[src/rtl/contador_regressivo_bcd.sv]
// BCD MM:SS countdown timer with a 1-tick prescaler and an IDLE/RUN/PAUSE/DONE control FSM.
// Each stage borrows from the next higher stage, so the count stops cleanly at 00:00.
module contador_regressivo_bcd #(
    parameter int TICK_DIV = 50_000_000
) (
    input  logic       clk,
    input  logic       reset,
    input  logic       load,
    input  logic       start_stop,
    input  logic [3:0] preset_mt,
    input  logic [3:0] preset_mu,
    input  logic [3:0] preset_st,
    input  logic [3:0] preset_su,
    output logic [3:0] min_t,
    output logic [3:0] min_u,
    output logic [3:0] sec_t,
    output logic [3:0] sec_u,
    output logic       running,
    output logic       done,
    output logic       done_pulse
);

    localparam int PW = (TICK_DIV > 2) ? $clog2(TICK_DIV) : 1;
    localparam logic [PW-1:0] TICK_LAST = PW'(TICK_DIV - 1);

    typedef enum logic [1:0] {
        IDLE  = 2'd0,
        RUN   = 2'd1,
        PAUSE = 2'd2,
        DONE  = 2'd3
    } state_t;

    state_t      state_r;
    logic [PW-1:0] presc_r;
    logic [3:0]  min_t_r, min_u_r, sec_t_r, sec_u_r;
    logic        running_r, done_r, done_pulse_r;

    logic [3:0]  dec_mt_s, dec_mu_s, dec_st_s, dec_su_s;
    logic        count_zero_s, count_one_s, tick_s;

    function automatic logic [3:0] clamp9(input logic [3:0] d);
        return (d > 4'd9) ? 4'd9 : d;
    endfunction

    function automatic logic [3:0] clamp5(input logic [3:0] d);
        return (d > 4'd5) ? 4'd5 : d;
    endfunction

    // Borrow chain: value the digits take on the next tick.
    always_comb begin
        dec_mt_s = min_t_r;
        dec_mu_s = min_u_r;
        dec_st_s = sec_t_r;
        dec_su_s = sec_u_r;
        if (sec_u_r == 4'd0) begin
            dec_su_s = 4'd9;
            if (sec_t_r == 4'd0) begin
                dec_st_s = 4'd5;
                if (min_u_r == 4'd0) begin
                    dec_mu_s = 4'd9;
                    dec_mt_s = min_t_r - 4'd1;
                end else begin
                    dec_mu_s = min_u_r - 4'd1;
                end
            end else begin
                dec_st_s = sec_t_r - 4'd1;
            end
        end else begin
            dec_su_s = sec_u_r - 4'd1;
        end
    end

    // Status flags on the current count and prescaler.
    always_comb begin
        count_zero_s = (min_t_r == 4'd0) && (min_u_r == 4'd0) &&
                       (sec_t_r == 4'd0) && (sec_u_r == 4'd0);
        count_one_s  = (min_t_r == 4'd0) && (min_u_r == 4'd0) &&
                       (sec_t_r == 4'd0) && (sec_u_r == 4'd1);
        tick_s       = (presc_r == TICK_LAST);
    end

    // Control FSM, prescaler and digit registers; priority reset > load > start_stop > tick.
    always_ff @(posedge clk) begin
        if (!reset) begin
            state_r      <= IDLE;
            presc_r      <= '0;
            min_t_r      <= 4'd0;
            min_u_r      <= 4'd0;
            sec_t_r      <= 4'd0;
            sec_u_r      <= 4'd0;
            running_r    <= 1'b0;
            done_r       <= 1'b0;
            done_pulse_r <= 1'b0;
        end else begin
            done_pulse_r <= 1'b0;
            if (load) begin
                min_t_r   <= clamp9(preset_mt);
                min_u_r   <= clamp9(preset_mu);
                sec_t_r   <= clamp5(preset_st);
                sec_u_r   <= clamp9(preset_su);
                state_r   <= IDLE;
                presc_r   <= '0;
                running_r <= 1'b0;
                done_r    <= 1'b0;
            end else if (start_stop) begin
                case (state_r)
                    IDLE: begin
                        if (!count_zero_s) begin
                            state_r   <= RUN;
                            running_r <= 1'b1;
                            presc_r   <= '0;
                        end
                    end
                    RUN: begin
                        state_r   <= PAUSE;
                        running_r <= 1'b0;
                    end
                    PAUSE: begin
                        state_r   <= RUN;
                        running_r <= 1'b1;
                        presc_r   <= '0;
                    end
                    default: begin
                        state_r <= state_r;
                    end
                endcase
            end else if (state_r == RUN) begin
                if (tick_s) begin
                    presc_r <= '0;
                    min_t_r <= dec_mt_s;
                    min_u_r <= dec_mu_s;
                    sec_t_r <= dec_st_s;
                    sec_u_r <= dec_su_s;
                    if (count_one_s) begin
                        state_r      <= DONE;
                        running_r    <= 1'b0;
                        done_r       <= 1'b1;
                        done_pulse_r <= 1'b1;
                    end
                end else begin
                    presc_r <= presc_r + PW'(1);
                end
            end
        end
    end

    assign min_t      = min_t_r;
    assign min_u      = min_u_r;
    assign sec_t      = sec_t_r;
    assign sec_u      = sec_u_r;
    assign running    = running_r;
    assign done       = done_r;
    assign done_pulse = done_pulse_r;

endmodule

[config.mk]
export PLATFORM = sky130hd
export DESIGN_NAME = contador_regressivo_bcd
export DESIGN_NICKNAME = d
export VERILOG_FILES = /design/src/rtl/contador_regressivo_bcd.sv
export SDC_FILE = /design/constraint.sdc
export NUM_CORES = 1
export LEC_CHECK = 0
export CAP_MARGIN = 20
export CORE_MARGIN = 8
export CORE_UTILIZATION = 40
export DETAILED_ROUTE_END_ITERATION = 16
export MAX_ROUTING_LAYER = met4
export RECOVER_POWER = 100
export REMOVE_ABC_BUFFERS = 1
export SYNTH_ARGS = -nofsm -noshare
export SYNTH_HDL_FRONTEND = slang
export SYNTH_SLANG_ARGS = --single-unit
[constraint.sdc]
create_clock -name clk -period 6.6 [get_ports clk]
set_input_delay 1.32 -clock clk [delete_from_list [all_inputs] [get_ports clk]]
set_output_delay 1.32 -clock clk [all_outputs]
set_load 0.05 [all_outputs]
* Yosys cells after proc, flatten, opt, wreduce, memory -nomap -nowiden *
Index checks and enable logic that the tools add are counted.

operators by class
  $add $sub $neg = 5
  order comparisons = 4
  equality and inequality tests = 7
  multiplexer cells = 47
  bitwise gates (word level) = 4
  reductions and logical operators = 27

operators with widths
  kind                   number
  $mux 4                 29
  $mux 26                4
  $pmux 26 s2            1
  $add 26x1->26 const B  1
  $eq 26x26->1 const B   1
  $logic_not 4->1        4
  $reduce_bool 2->1      8
  $sub 4x1->4 const B    4
  $gt 4x4->1 const B     3
  $mux 2                 5
  $reduce_and 5->1       2
  $reduce_and 4->1       2
  $mux 1                 6
  $pmux 2 s3             1
  $reduce_and 3->1       2
  $reduce_and 6->1       1
  $reduce_or 5->1        1
  $eq 4x1->1 const B     1
  $gt 4x3->1 const B     1
  $logic_and 1x1->1      4
  $not 1->1              4
  $ne 3x1->1 const B     1
  $ne 3x3->1 const B     1
  $pmux 1 s3             1
  other kinds (6)        6

storage, ports and cells
  register bits after elaboration = 47
  bits of input ports = 20
  output and inout bits = 19
  word-level logic and storage cells = 103

* Longest topological paths before layout *
Gate-level depths: netlist of run 1.

  depth in word-level cells = 8
  depth in mapped cells = 9
  gate-level depth less buffers = 7

* Worst setup path after synthesis of run 1 *
No wires, ideal clock.

  path kind = input to register
  from = input start_stop
  to = register presc_r[25]
  library setup time = 70 ps
  arrival = 2909 ps
  required time = 6530 ps
  path slack = 3621 ps
  cell stages on the path = 6
  path buffers = 1
  cell sequence = buf_2 > nor3b_4 > nor2_1 > a2111o_1 > or4_1 > a21oi_1

between the ends
  cells in the longest elaborated chain, start to end = 2
  elaborated cells on any way between the ends = 5
  classes of those cells = eq/ne (2); mux (1); reduce/logical (2)

RTL lines
  what                                          RTL line  source
  start: declaration                            9         input logic start_stop,
  $ne 3x1->1 (no line) (tied with other cells)  -
  $reduce_and 3->1 (no line)                    -
  end signal: assignment                        141       presc_r <= presc_r + PW'(1);
  end: declaration                              34        logic [PW-1:0] presc_r;

Several ways; a longest one is shown, not always the timed one.
A chain may end at the register's enable or synchronous reset.

* Final worst setup path of run 1 *
Same ends and word-level chain as after synthesis.

==> results.yml, run 1 <==
grt:
  antenna_found_initial: 0
  grt_first_pass_wirelength_mm: 12.47
  grt_start_max_net_pins: 23
  overflow: 0
  grt_pass1_vias: 2455
  grtUsageTotal: 0.1563
timing:
  slew_headroom: -0.1122
  finalCritPeriodShare: 0.5785
  fin_ws_ns: 2.782
  slew_violations: 23
  max_freq_mhz: 261.9
  setup_tns_ns: 0
  fin_skew_ns: 0.009482
  hold_violations: 0
  worst_slew_pin_slew_ns: 1.661
  post-route-min-period_ns: 3.818
  grt_setup_unrepaired: "false"
  setup_viol: 0
layout:
  layout.nets: 381
  synthToLayoutAreaGrowth_pct: 17.30
  final_common_cell: "dfxtp_1"
  layout_common_cells: "dfxtp_1, nor2_1, nand2_1"
  nFillCells: 659
  diodes: 0
  design_area_um2: 3266
  final_util: 0.4833
  drive_above_1_share: 0.07521
status:
  outcome: "finished with violations"
  violations: "capacitance limit, slew limit"
route:
  wl_per_cell_um: 16.74
  initialDrtViolationCount: 128
  drc: 0
  antenna_left: 0
  vias: 2687
  dr.pass1.iters: 6
  viasPerCell: 6.121
  wirelength_mm: 7.350
clocking:
  root_buffer: "clkbuf_8"
  clk_pin_slew_ns: 0.09
  cts_tree: "done"
  cts_hold_buf: 0
  htreeDepth: 2
  cts_setup_buffers: 0
  cts.sinks: 47
  clkLatencyLatePin_ns: 0.30
  cts_made_buffers: 5
  cts_resized: 0
  clock_path_buffers: 2
floorplanning:
  ios: 39
  die-area_um2: 9885
  start_util: 0.4120
  die_h_um: 99.43
  dieWidth_um: 99.43
  num_rows: 30
  core_area_um2: 6756
yosys:
  synth_area_per_cell_um2: 8.462
  synth_seq_cells: 47
  async_reset_ff_frac: 0
  synth_warnings: 0
  ys_seq_area_frac: 0.3380
  netlist_area_um2: 2784
  synthCells: 329
  ys.flop_type: "dfxtp_1"
  synth_edf_count: 0
  synth_cell_types: 70
setup_path:
  worstSetupPathType: "in2reg"
  arrival_ns: 4.02
  cp.required_ns: 6.81
  cp-end-kind: "register"
  start_kind: "input port"
  cp_max_fo: 14
  slowest_delay_ns: 0.71
  cp_slowest_cell: "dlygate4sd3_1"
  path_cells: "dlygate4sd3_1, and2b_1, nor2_1, a2111o_1, or4_1, a21oi_1"
placed_design:
  portBuffers: 38
  place_area_um2: 3168
  dp_slack_ns: 2.558
  gp_congestion: 0.8834
  dp_hpwl_mm: 5.323
hold_path:
  min_path_type: "reg2reg"
flow_run:
  maxCapViolCount: 1
power_and_ir_drop:
  ir_worst_vdd_uv: 131.2
  power_density_nw_per_um2: 191.1
  leakagePower_nw: 1.070
==> power breakdown <==
group | leakage, nW | switching, mW | internal (mW)
sequential | 0.382 | 0.00971 | 0.290
clock | 0.0612 | 0.100 | 0.123
combinational | 0.626 | 0.0645 | 0.0368
==> per-layer routing <==
layer	track usage	part of all wire	wire, um
met5	-	0	0
met4	0.02678	0.0044	32
met3	0.03701	0.045	330
met2	0.2366	0.45	3333
met1	0.2085	0.50	3653
==> logic make-up (layout without fill, tap and decap cells) <==
group                    Yosys count  in the layout  synth area share
AND/OR/NAND/NOR                  148            148            0.3227
AO/OA/AOI/OAI                     88             88            0.2283
flip-flops                        47             47            0.3380
buffers and inverters             30             60           0.05618
XOR/XNOR                          12             12           0.03775
adder cells (fa/ha/maj)            3              3           0.01348
multiplexers                       1              1          0.003596
==> critical path: cells and delay by family <==
family,cells,cell delay (ns)
buffers and inverters,1,0.71
AOI/OAI and AO/OA,2,0.73
and+or+nand+nor,3,1.27
==> area by class of cell <==
class | count | area (um2) | share of cell area
Multi-Input combinational cell | 252 | 1670 | 0.5115
Sequential cell | 47 | 940.9 | 0.2881
Timing Repair Buffer | 40 | 391.6 | 0.1199
Tap cell | 80 | 100.1 | 0.03065
Clock buffer | 6 | 82.58 | 0.02529
Inverter | 12 | 45.04 | 0.01379
Clock inverter | 2 | 35.03 | 0.01073
==> per-stage QoR <==
step                cells  hold WS (ns)  power (mW)
CTS                   439        0.4875      0.6324
floorplan             311        0.4476      0.3682
finish                439        0.4822      0.6240
global route          439        0.5151      0.6518
global placement      431        0.4643      0.4107
detailed placement    431        0.4690      0.4106
==> flip-flops by register name, summed over array words and instances (netlist names) <==
register / flops
presc_r: 26
min_t: 4
min_u: 4
sec_t: 4
sec_u: 4
state_r: 2
done: 1
done_pulse: 1
running: 1
==> path summary, 6_finish.rpt <==
kind | start | endpoint | slack [ns] | cells after the start
hold reg to reg | presc_r[23] | presc_r[23] | 0.48 | 2
setup / recovery | start_stop | presc_r[25] | 2.78 | 6
setup reg to reg | sec_u[0] | presc_r[25] | 3.60 | 4
hold / removal | presc_r[23] | presc_r[23] | 0.48 | 2
==> cell usage after synthesis (4+ instances only) <==
cell type / count / area [um2]
nor3_1: 7 / 35.03
a211oi_1: 7 / 52.55
dfxtp_1: 47 / 940.9
buf_2: 5 / 25.02
nand3_1: 18 / 90.09
o31ai_1: 11 / 82.58
nor4_1: 4 / 25.02
or3_1: 5 / 31.28
or4_1: 14 / 105.1
o21ai_0: 16 / 80.08
a31oi_1: 5 / 31.28
buf_6: 5 / 56.30
or2_2: 4 / 25.02
clkbuf_1: 6 / 22.52
inv_1: 11 / 41.29
xnor2_1: 11 / 96.34
nand4_1: 11 / 68.82
a21oi_1: 15 / 75.07
nor2_1: 27 / 101.4
nand2_1: 23 / 86.33
Note: power is estimated with default switching activity, not from simulation.
==> inputs of run 2 (changes only) <==
Clock period 6.6 ns to 3.9 ns, I/O delays scaled along.
==> results.yml, run 2 (same netlist as run 1, synthesis figures left out) <==
floorplanning:
  die_h_um: 99.43
  dieWidth_um: 99.43
  ios: 39
  start_util: 0.4120
  die-area_um2: 9885
  core_area_um2: 6756
  num_rows: 30
route:
  drc: 0
  antenna_left: 0
  initialDrtViolationCount: 189
  vias: 2669
  wirelength_mm: 7.415
  wl_per_cell_um: 16.70
  viasPerCell: 6.011
  dr.pass1.iters: 4
timing:
  grt_setup_unrepaired: "false"
  slew_headroom: 0.3582
  fin_skew_ns: 0.006347
  post-route-min-period_ns: 3.099
  slew_violations: 0
  fin_ws_ns: 0.8014
  max_freq_mhz: 322.7
  hold_violations: 0
  setup_viol: 0
  setup_tns_ns: 0
  worst_slew_pin_slew_ns: 0.9598
  whs_ns: 0.4623
  finalCritPeriodShare: 0.7945
placed_design:
  placedCellCount: 436
  gp_congestion: 0.8270
  portBuffers: 38
  place_area_um2: 3206
  dp_slack_ns: 0.7801
  dp_hpwl_mm: 5.495
clocking:
  root_buffer: "clkbuf_8"
  clock_path_buffers: 2
  cts_tree: "done"
  clkLatencyLatePin_ns: 0.30
  cts_setup_buffers: 0
  cts_hold_buf: 0
  cts_made_buffers: 5
  htreeDepth: 2
  cts_resized: 0
  cts.sinks: 47
  clk_pin_slew_ns: 0.08
layout:
  final_common_cell: "dfxtp_1"
  layout.nets: 386
  synthToLayoutAreaGrowth_pct: 17.80
  final_util: 0.4854
  diodes: 0
  largest_register: "presc_r"
  layout_common_cells: "dfxtp_1, nor2_1, nand2_1"
  stdcell_count: 444
  design_area_um2: 3279
  drive_above_1_share: 0.07967
  largest_reg_flops: 26
grt:
  grt_pass1_vias: 2507
  grt_first_pass_wirelength_mm: 12.32
  overflow: 0
  busiest_layer: "met2"
  grt_start_max_net_pins: 23
  use_met3: 0.02584
  antenna_found_initial: 0
  use_met2: 0.2479
  grtUsageTotal: 0.1544
  grtUsageMet1: 0.1905
setup_path:
  start_kind: "input port"
  cp_max_fo: 10
  cp-end-kind: "register"
  arrival_ns: 3.32
  timing.reg2reg.worst_path_depth: 5
  worstSetupPathType: "in2reg"
  cp.required_ns: 4.12
hold_path:
  min_path_type: "reg2reg"
  holdPathStages: 1
power_and_ir_drop:
  power_mw: 1.006
  ir_worst_vdd_uv: 124.6
  power_density_nw_per_um2: 306.6
  leakagePower_nw: 1.082
flow_run:
  maxCapViolCount: 0
status:
  outcome: "finished, final reports clean"
-- run 2: layer usage --
metal	routed length, um	up-vias
met2	3506	45
li1	-	1331
met3	328	10
met4	114	0
met5	0	-
met1	3465	1283
-- run 2: layout make-up --
type                    instances  area, um2
fillers                       667       3477
multi-input cells             252       1668
flip-flops and latches         47      940.9
repair buffers                 45      425.4
clock buffers                   8      100.1
well taps                      80      100.1
inverters                      12      45.04
-- run 2: final timing paths --
kind               from          end  slack [ns]
max          start_stop  presc_r[25]        0.80
max reg2reg    sec_u[0]  presc_r[19]        1.25
min                done         done        0.46
min reg2reg        done         done        0.46
-- run 2: power breakdown --
group / switching (mW) / internal [mW]
Clock: 0.163 / 0.162
Combinational: 0.109 / 0.0640
Sequential: 0.0163 / 0.491
-- run 2: worst max-delay path: stages --
cell and delay [ns]:
dlygate4sd3_1 0.66, nor3b_1 0.40, nor2_1 0.27, a2111o_1 0.56, or4_1 0.49, a21oi_1 0.14
